**config.mk**
```make
export PLATFORM = sky130hd
export DESIGN_NAME = conv_enc_frame_ctrl
export DESIGN_NICKNAME = d
export VERILOG_FILES = /design/src/rtl/conv_enc_pkg.sv /design/src/rtl/conv_enc_k3_core.sv /design/src/rtl/conv_enc_frame_ctrl.sv
export SDC_FILE = /design/constraint.sdc
export NUM_CORES = 1
export LEC_CHECK = 0
export CAP_MARGIN = 10
export CORE_UTILIZATION = 49
export CTS_CLUSTER_SIZE = 8
export DETAILED_ROUTE_END_ITERATION = 7
export HOLD_SLACK_MARGIN = 0.06
export PLACE_DENSITY = 0.78
export SETUP_SLACK_MARGIN = 0.05
export SYNTH_ARGS = -nofsm -noshare
export SYNTH_HDL_FRONTEND = slang
export SYNTH_SLANG_ARGS = --single-unit
```
**constraint.sdc**
```tcl
create_clock -name i_clk -period 5.65 [get_ports i_clk]
set_clock_uncertainty 0.15 [all_clocks]
set_input_delay 1.13 -clock i_clk [delete_from_list [all_inputs] [get_ports i_clk]]
set_output_delay 1.13 -clock i_clk [all_outputs]
set_load 0.03 [all_outputs]
```
**src/rtl/conv_enc_pkg.sv**
```systemverilog
// Shared constants and FSM encoding for the K=3 rate-1/2 (7,5) convolutional encoder.
package conv_enc_pkg;
  localparam int unsigned K        = 3;
  localparam int unsigned TAIL_LEN = K - 1;
  localparam logic [K-1:0] G1      = 3'b111;
  localparam logic [K-1:0] G0      = 3'b101;

  typedef logic [1:0] state_t;
  localparam state_t ST_IDLE  = 2'd0;
  localparam state_t ST_DATA  = 2'd1;
  localparam state_t ST_TAIL  = 2'd2;
  localparam state_t ST_FLUSH = 2'd3;
endpackage

```
**src/rtl/conv_enc_k3_core.sv**
```systemverilog
// K=3 trellis state register with combinational {g1,g0} output for the current input bit.
// Zero latency on the pair; state advances on i_step, i_clear has priority and zeroes the trellis.
module conv_enc_k3_core
  import conv_enc_pkg::*;
(
  input  logic       i_clk,
  input  logic       i_rst,
  input  logic       i_u,
  input  logic       i_step,
  input  logic       i_clear,
  output logic [1:0] o_pair
);
  logic [K-2:0] r_s;
  logic [K-1:0] w_reg;

  // Tap vector ordered {u, s[1], s[0]} so the generator masks apply directly.
  assign w_reg  = {i_u, r_s};
  assign o_pair = {^(w_reg & G1), ^(w_reg & G0)};

  always_ff @(posedge i_clk or negedge i_rst) begin
    if (!i_rst) begin
      r_s <= '0;
    end else if (i_clear) begin
      r_s <= '0;
    end else if (i_step) begin
      r_s <= {i_u, r_s[K-2:1]};
    end
  end
endmodule

```
**src/rtl/conv_enc_frame_ctrl.sv**
```systemverilog
// Frame sequencer for the (7,5) encoder: one symbol per accepted bit plus optional 2-bit zero tail.
// Symbol appears the cycle after its input handshake; a stalled sink freezes sym_out and drops in_ready.
module conv_enc_frame_ctrl
  import conv_enc_pkg::*;
#(
  parameter int FRAME_LEN_W = 16,
  parameter bit TAIL_EN     = 1'b1
) (
  input  logic                   i_clk,
  input  logic                   i_rst,
  input  logic                   i_start,
  input  logic [FRAME_LEN_W-1:0] i_frame_len,
  output logic                   o_busy,
  input  logic                   i_in_bit,
  input  logic                   i_in_valid,
  output logic                   o_in_ready,
  output logic [1:0]             o_sym_out,
  output logic                   o_sym_valid,
  input  logic                   i_sym_ready,
  output logic                   o_sym_last,
  output logic                   o_done
);
  state_t                 r_state;
  logic [FRAME_LEN_W-1:0] r_len;
  logic [FRAME_LEN_W-1:0] r_cnt;
  logic [1:0]             r_tail_cnt;
  logic [1:0]             r_sym;
  logic                   r_sym_valid;
  logic                   r_sym_last;
  logic                   r_busy;
  logic                   r_done;

  logic                   w_advance;
  logic                   w_in_hs;
  logic                   w_tail_step;
  logic                   w_start_ok;
  logic                   w_u;
  logic [1:0]             w_pair;
  logic [FRAME_LEN_W-1:0] w_cnt_nxt;

  assign w_advance   = !r_sym_valid || i_sym_ready;
  assign o_in_ready  = (r_state == ST_DATA) && w_advance;
  assign w_in_hs     = o_in_ready && i_in_valid;
  assign w_tail_step = (r_state == ST_TAIL) && w_advance;
  // The done cycle is already IDLE; a start there must not open a new frame.
  assign w_start_ok  = (r_state == ST_IDLE) && i_start && !r_done && (i_frame_len != '0);
  assign w_u         = w_in_hs && i_in_bit;
  assign w_cnt_nxt   = r_cnt + FRAME_LEN_W'(1);

  conv_enc_k3_core u_core (
    .i_clk   (i_clk),
    .i_rst   (i_rst),
    .i_u     (w_u),
    .i_step  (w_in_hs || w_tail_step),
    .i_clear (w_start_ok),
    .o_pair  (w_pair)
  );

  always_ff @(posedge i_clk or negedge i_rst) begin
    if (!i_rst) begin
      r_state     <= ST_IDLE;
      r_len       <= '0;
      r_cnt       <= '0;
      r_tail_cnt  <= '0;
      r_sym       <= '0;
      r_sym_valid <= 1'b0;
      r_sym_last  <= 1'b0;
      r_busy      <= 1'b0;
      r_done      <= 1'b0;
    end else begin
      r_done <= 1'b0;
      case (r_state)
        ST_IDLE: begin
          if (w_start_ok) begin
            r_len      <= i_frame_len;
            r_cnt      <= '0;
            r_tail_cnt <= '0;
            r_busy     <= 1'b1;
            r_state    <= ST_DATA;
          end
        end
        ST_DATA: begin
          if (w_in_hs) begin
            r_sym       <= w_pair;
            r_sym_valid <= 1'b1;
            r_cnt       <= w_cnt_nxt;
            if (w_cnt_nxt == r_len) begin
              if (TAIL_EN) begin
                r_state <= ST_TAIL;
              end else begin
                r_sym_last <= 1'b1;
                r_state    <= ST_FLUSH;
              end
            end
          end else if (w_advance) begin
            r_sym_valid <= 1'b0;
          end
        end
        ST_TAIL: begin
          if (w_advance) begin
            r_sym       <= w_pair;
            r_sym_valid <= 1'b1;
            r_tail_cnt  <= r_tail_cnt + 2'd1;
            if (r_tail_cnt == 2'(TAIL_LEN - 1)) begin
              r_sym_last <= 1'b1;
              r_state    <= ST_FLUSH;
            end
          end
        end
        ST_FLUSH: begin
          if (r_sym_valid && i_sym_ready && r_sym_last) begin
            r_sym_valid <= 1'b0;
            r_sym_last  <= 1'b0;
            r_done      <= 1'b1;
            r_busy      <= 1'b0;
            r_state     <= ST_IDLE;
          end
        end
        default: r_state <= ST_IDLE;
      endcase
    end
  end

  assign o_busy      = r_busy;
  assign o_sym_out   = r_sym;
  assign o_sym_valid = r_sym_valid;
  assign o_sym_last  = r_sym_last;
  assign o_done      = r_done;
endmodule
```
==> results of run 1 <==
==> synthesized netlist by cell type (all sizes together), types with 2 or more instances <==
cell type and number:
nand4bb 2, nor2 14, inv 9, nand3 17
nand4 3, and4 4, o211ai 2, nand2b 8
a21boi 3, a2111o 2, dfrtp 44, and3 3
mux2 20, nor3 5, a21oi 9, clkbuf 9
o31ai 10, nor2b 5, a211o 2, a32o 2
xnor2 13, o32ai 2, o21ai 28, nor4 7
xor2 6, ha 7, buf 8, nand2 19
and2 4, mux2i 3
==> stage by stage <==
stage / area (sq um) / hold slack, ps
after floorplan: 2770 / 316.3
after global placement: 3058 / 332.6
after detailed placement: 3058 / 335.4
after CTS: 3127 / 355.1
after global routing: 3127 / 393.9
final: 3127 / 360.0
==> state kept, by name, indices dropped and copies added (netlist names) <==
| register | count |
|---|---|
| o_sym_last | 1 |
| r_cnt | 16 |
| o_sym_valid | 1 |
| o_done | 1 |
| r_len | 16 |
| o_sym_out | 2 |
| u_core.r_s | 2 |
| r_tail_cnt | 2 |
| r_state | 2 |
| o_busy | 1 |
==> power by group <==
group	leakage, nW	switching (mW)	internal, mW	total [mW]
combinational	0.646	0.326	0.312	0.638
sequential	0.562	0.0989	0.413	0.512
clock	0.0359	0.0960	0.0797	0.176
==> layer usage <==
| metal | up-vias | wire length [um] | global-route usage |
|---|---|---|---|
| li1 | 1073 | - | - |
| met3 | 9 | 266 | 0.02976 |
| met2 | 48 | 2624 | 0.3186 |
| met4 | 0 | 80 | 0.06981 |
| met5 | - | 0 | 0 |
| met1 | 1069 | 2865 | 0.3111 |
==> cells in the final DEF (no fill, tap or decap), drive strengths merged, types with 3 or more instances in the layout <==
master	count
ha	7
inv	9
nor3	5
nand4	3
xor2	6
clkdlybuf4s50	27
dfrtp	44
xnor2	13
and4	4
nand3	17
nand2b	8
mux2	20
clkbuf	5
mux2i	3
nor4	7
nand2	19
o31ai	10
and2	4
o21ai	28
nor2	14
and3	3
a21oi	9
nor2b	5
a21boi	3
==> final timing paths <==
kind | startpoint | endpoint | slack [ps] | cells after the start
setup / recovery | i_sym_ready | o_in_ready | 1610 | 4
max in group asynchronous | i_rst | r_cnt[6] | 3930 | 1
setup reg to reg | r_cnt[0] | r_state[1] | 2830 | 8
hold / removal | r_cnt[15] | r_cnt[15] | 360 | 1
hold reg to reg | r_cnt[15] | r_cnt[15] | 360 | 1
min in group asynchronous | i_rst | r_tail_cnt[1] | 840 | 1
==> kinds of logic (layout without fill, tap and decap cells) <==
| kind of cell | count (synthesis) | after routing | share of synthesized area |
|---|---|---|---|
| buffers and inverters | 26 | 43 | 0.04290 |
| adder cells (fa/ha/maj) | 7 | 7 | 0.03162 |
| flip-flops | 44 | 44 | 0.3975 |
| AND/OR/NAND/NOR | 97 | 97 | 0.2069 |
| multiplexers | 23 | 23 | 0.09349 |
| XOR/XNOR | 19 | 19 | 0.06007 |
| AO/OA/AOI/OAI | 70 | 70 | 0.1676 |
==> layout make-up <==
class	count	share of cell area
clock buffers	5	0.02201
inverters	9	0.01080
multi-input cells	216	0.4958
flip-flops and latches	44	0.3521
well taps	72	0.02881
repair buffers	29	0.09044
==> worst max-delay path: stages <==
cell and delay (ps):
clkdlybuf4s50_1 560, nand2b_1 240, and2_1 160, clkdlybuf4s50_1 660
==> results.py, run 1 <==
metrics = {
    "logic_synthesis": {
        "post_synth_inst_count": 286,
        "synth_ff_type": "dfrtp_1",
        "synth_edf_count": 0,
        "ys_seq_area_frac": 0.3975,
        "yosysWarningCount": 0,
        "synth-seq-cells": 44,
        "syn_nets": 315,
        "synthesis.area_sq_um": 2770,
        "netlist.top_cell.by_area": "dfrtp_1",
        "synth-async-reset-ratio": 1.000,
        "synth.area.top_cells": "dfrtp_1 40%, mux2_2 7.3%, o21ai_0 4.9%",
        "yosysUniqueCellTypes": 58,
        "synth.top_cell.area_share": 0.3975,
        "synth_area_per_cell_sq_um": 9.686,
    },
    "global_routing": {
        "overflow": 0,
        "grt_pass1_vias": 2055,
        "grt_usage": 0.2118,
        "antenna_found_initial": 0,
        "grt_start_max_net_pins": 45,
        "grt_first_pass_wirelength_mm": 9.984,
    },
    "pwr": {
        "cellPowerDensity_nw_per_um2": 424.2,
        "leakage_nw": 1.244,
        "peakVddDrop_uv": 255.4,
        "power_mw": 1.326,
    },
    "sta": {
        "worst_slew_pin_slew_ps": 955.5,
        "period_share": 0.7143,
        "fmax_mhz": 247.8,
        "timing.final.max_slew_violations": 0,
        "slew_headroom": 0.3630,
        "period_minus_slack_ps": 4036,
        "setup_viol": 0,
        "worst_slack_ps": 1614,
        "final.setup.tns_ps": 0,
        "hold_viol_final": 0,
        "rsz0062_at_grt": "no",
    },
    "final_layout": {
        "stdcell_count": 375,
        "seq_area_sq_um": 1101,
        "multiInputGateArea_sq_um": 1550,
        "fillers": 503,
        "drive_gt1_frac": 0.1320,
        "fin_nets": 334,
        "final_util": 0.5713,
        "synthToLayoutAreaGrowth_pct": 12.87,
        "diodes": 0,
    },
    "worst_setup_path": {
        "crit_fanout": 7,
        "crit_arrival_ps": 2760,
        "required_ps": 4370,
        "crit_path_end_kind": "output pin",
        "cp-start-kind": "input port",
        "crit_type": "in2out",
    },
    "run": {
        "cap_violations": 0,
    },
    "die": {
        "io_pins": 29,
        "die_w_um": 77.19,
        "core_area_sq_um": 5473,
        "die_y_um": 77.19,
        "die-area_sq_um": 5958,
        "initial_core_util": 0.5062,
        "rows": 27,
    },
    "placed_design": {
        "dpl.hpwl_mm": 4.224,
        "dp.cells": 370,
        "gp_congestion": 0.8419,
        "dpl_worst_slack_ps": 1618,
        "port_buffers": 28,
    },
    "detailed_routing": {
        "final_antenna_net_count": 0,
        "drt_iter0_drc": 109,
        "drt-pass1-iter-count": 5,
        "viasPerCell": 5.864,
        "wirelength_mm": 5.836,
        "vias": 2199,
        "wl_per_cell_um": 15.56,
        "drc_errors": 0,
    },
    "min_path": {
        "hp-class": "reg2reg",
    },
    "clock_tree": {
        "numCtsBuffers": 5,
        "cts_tree": "done",
        "ctsHoldBuffers": 0,
        "root_buffer": "clkbuf_8",
        "clkTransAtPathRegs_ps": 70,
        "clock_path_buffers": 2,
        "cts_max_level": 2,
        "clock-sinks": 44,
        "clk_latency_ps": 290,
        "postCtsSetupRepairBufs": 0,
        "post_cts_resized": 0,
    },
    "outcome": {
        "status": "finished, final reports clean",
    },
}
Note: power is estimated with default switching activity, not from simulation.
==> inputs of run 2 (changes only) <==
==> constraint.sdc (replaced) <==
create_clock -name i_clk -period 4.1 [get_ports i_clk]
set_clock_uncertainty 0.15 [all_clocks]
set_input_delay 0.82 -clock i_clk [delete_from_list [all_inputs] [get_ports i_clk]]
set_output_delay 0.82 -clock i_clk [all_outputs]
set_load 0.03 [all_outputs]
==> run 2 against run 1 <==
- flip-flop and latch count unchanged
- largest cell class unchanged
- hold slack better by 25 ps
- die area unchanged
- via count up 3.0%
- critical endpoint unchanged
- count of clock-buffer cells in the layout up 1
- clock power up 86%
- final area up 1.7%
- critical path depth unchanged
- combinational power up 38%
==> results.py, run 2 (synthesis results as in run 1) <==
metrics = {
    "detailed_routing": {
        "drt-pass1-iter-count": 5,
        "wl_per_cell_um": 15.42,
        "drc_errors": 0,
        "wirelength_mm": 5.859,
        "viasPerCell": 5.961,
        "vias": 2265,
        "final_antenna_net_count": 0,
        "drt_iter0_drc": 190,
    },
    "die": {
        "initial_core_util": 0.5062,
        "die-area_sq_um": 5958,
        "die_y_um": 77.19,
        "io_pins": 29,
        "rows": 27,
        "die_w_um": 77.19,
        "core_area_sq_um": 5473,
    },
    "clock_tree": {
        "numCtsBuffers": 5,
        "root_buffer": "clkbuf_8",
        "clock_path_buffers": 2,
        "cts_max_level": 2,
        "clkTransAtPathRegs_ps": 80,
        "post_cts_resized": 0,
        "clock-sinks": 44,
        "postCtsSetupRepairBufs": 0,
        "clk_latency_ps": 300,
        "cts_tree": "done",
        "ctsHoldBuffers": 0,
    },
    "placed_design": {
        "port_buffers": 28,
        "place_area_sq_um": 3073,
        "dpl.hpwl_mm": 4.279,
        "gp_congestion": 0.7987,
        "dp.cells": 372,
    },
    "worst_setup_path": {
        "r2r_start": "r_cnt[0]",
        "cp_common_cell": "clkdlybuf4s50_1",
        "crit_chain": "clkdlybuf4s50_1, nand2b_1, and2_1, clkdlybuf4s50_1",
        "cp-endpoint": "o_in_ready",
        "r2r-end": "r_state[1]",
        "cp-start-kind": "input port",
        "crit_arrival_ps": 2460,
        "cpPeakStageDelay_ps": 660,
        "required_ps": 3130,
        "crit_fanout": 7,
        "crit_path_end_kind": "output pin",
        "cpMaxStageDelayCell": "clkdlybuf4s50_1",
        "crit_type": "in2out",
        "rr_worst_depth": 8,
        "rrSetupSlack_ps": 1290,
        "setup.worst_path.start": "i_sym_ready",
    },
    "sta": {
        "hold_slack_ps": 384.7,
        "final.setup.tns_ps": 0,
        "fmax_mhz": 291.7,
        "slew_headroom": 0.3527,
        "timing.final.max_slew_violations": 0,
        "hold_viol_final": 0,
        "period_minus_slack_ps": 3428,
        "setup_viol": 0,
        "rsz0062_at_grt": "no",
        "worst_slew_pin_slew_ps": 970.9,
        "period_share": 0.8361,
    },
    "final_layout": {
        "drive_gt1_frac": 0.1429,
        "final_common_cell": "dfrtp_1",
        "synthToLayoutAreaGrowth_pct": 14.81,
        "stdcell_count": 380,
        "largestRegisters": "r_cnt: 16 flops, r_len: 16 flops",
        "diodes": 0,
        "final_cell_mix": "44 x dfrtp_1, 27 x o21ai_0, 27 x clkdlybuf4s50_1",
        "fin_area_sq_um": 3181,
        "fin_nets": 336,
    },
    "run": {
        "cap_violations": 0,
    },
    "global_routing": {
        "grt_pass1_vias": 2070,
        "grt_start_max_net_pins": 45,
        "grt_usage": 0.2165,
        "antenna_found_initial": 0,
        "grt_first_pass_wirelength_mm": 10.17,
        "overflow": 0,
    },
    "pwr": {
        "cellPowerDensity_nw_per_um2": 600.8,
        "leakage_nw": 1.272,
        "power_mw": 1.911,
        "peakVddDrop_uv": 372.9,
    },
    "outcome": {
        "status": "finished, final reports clean",
    },
    "min_path": {
        "min_path_cells": 1,
        "hp-class": "reg2reg",
    },
}
## run 2: changes by cell type in the layout (fill, tap and decap cells not counted)
cell       before  now
buf_4           1    3
bufinv_16       0    1
clkbuf_1        0    1
clkinv_2        0    1
## run 2: stage by stage
step / utilization / setup slack (ps)
after global placement: 0.5615 / 723.3
after detailed placement: 0.5615 / 661.0
after global routing: 0.5812 / 587.1
after floorplan: - / 1399
final: 0.5812 / 671.9
after CTS: 0.5812 / 679.5
## run 2: report_power, final
| group | internal (mW) | switching [mW] |
|---|---|---|
| clock | 0.181 | 0.147 |
| sequential | 0.569 | 0.134 |
| combinational | 0.436 | 0.445 |
## run 2: cell type report
class | count | area, sq um
fillers | 492 | 2292
multi-input cells | 216 | 1550
flip-flops and latches | 44 | 1101
repair buffers | 31 | 297.8
well taps | 72 | 90.09
clock buffers | 6 | 72.57
clock inverters | 2 | 35.03
inverters | 9 | 33.78
## run 2: critical path, delay by kind of cell
| family | cells | cell delay, ps |
|---|---|---|
| buffers and inverters | 2 | 1220 |
| AND/OR/NAND/NOR | 2 | 420 |
## run 2: worst min-delay path by stage
stage,startpoint,end,slack (ps)
floorplan,r_cnt[15],r_cnt[15],320
global placement,r_cnt[15],r_cnt[15],340
detailed placement,r_cnt[15],r_cnt[15],350
CTS,r_cnt[15],r_cnt[15],380
global route,o_sym_out[1],o_sym_out[1],400
finish,r_len[0],r_len[0],380
## run 2: routing by layer
layer  track usage  share of wire  up-vias
met1        0.3202           0.48     1100
met5             0              0        -
met3       0.03333          0.049       10
met4       0.07925          0.016        0
met2        0.3168           0.45       72
li1              -              -     1083
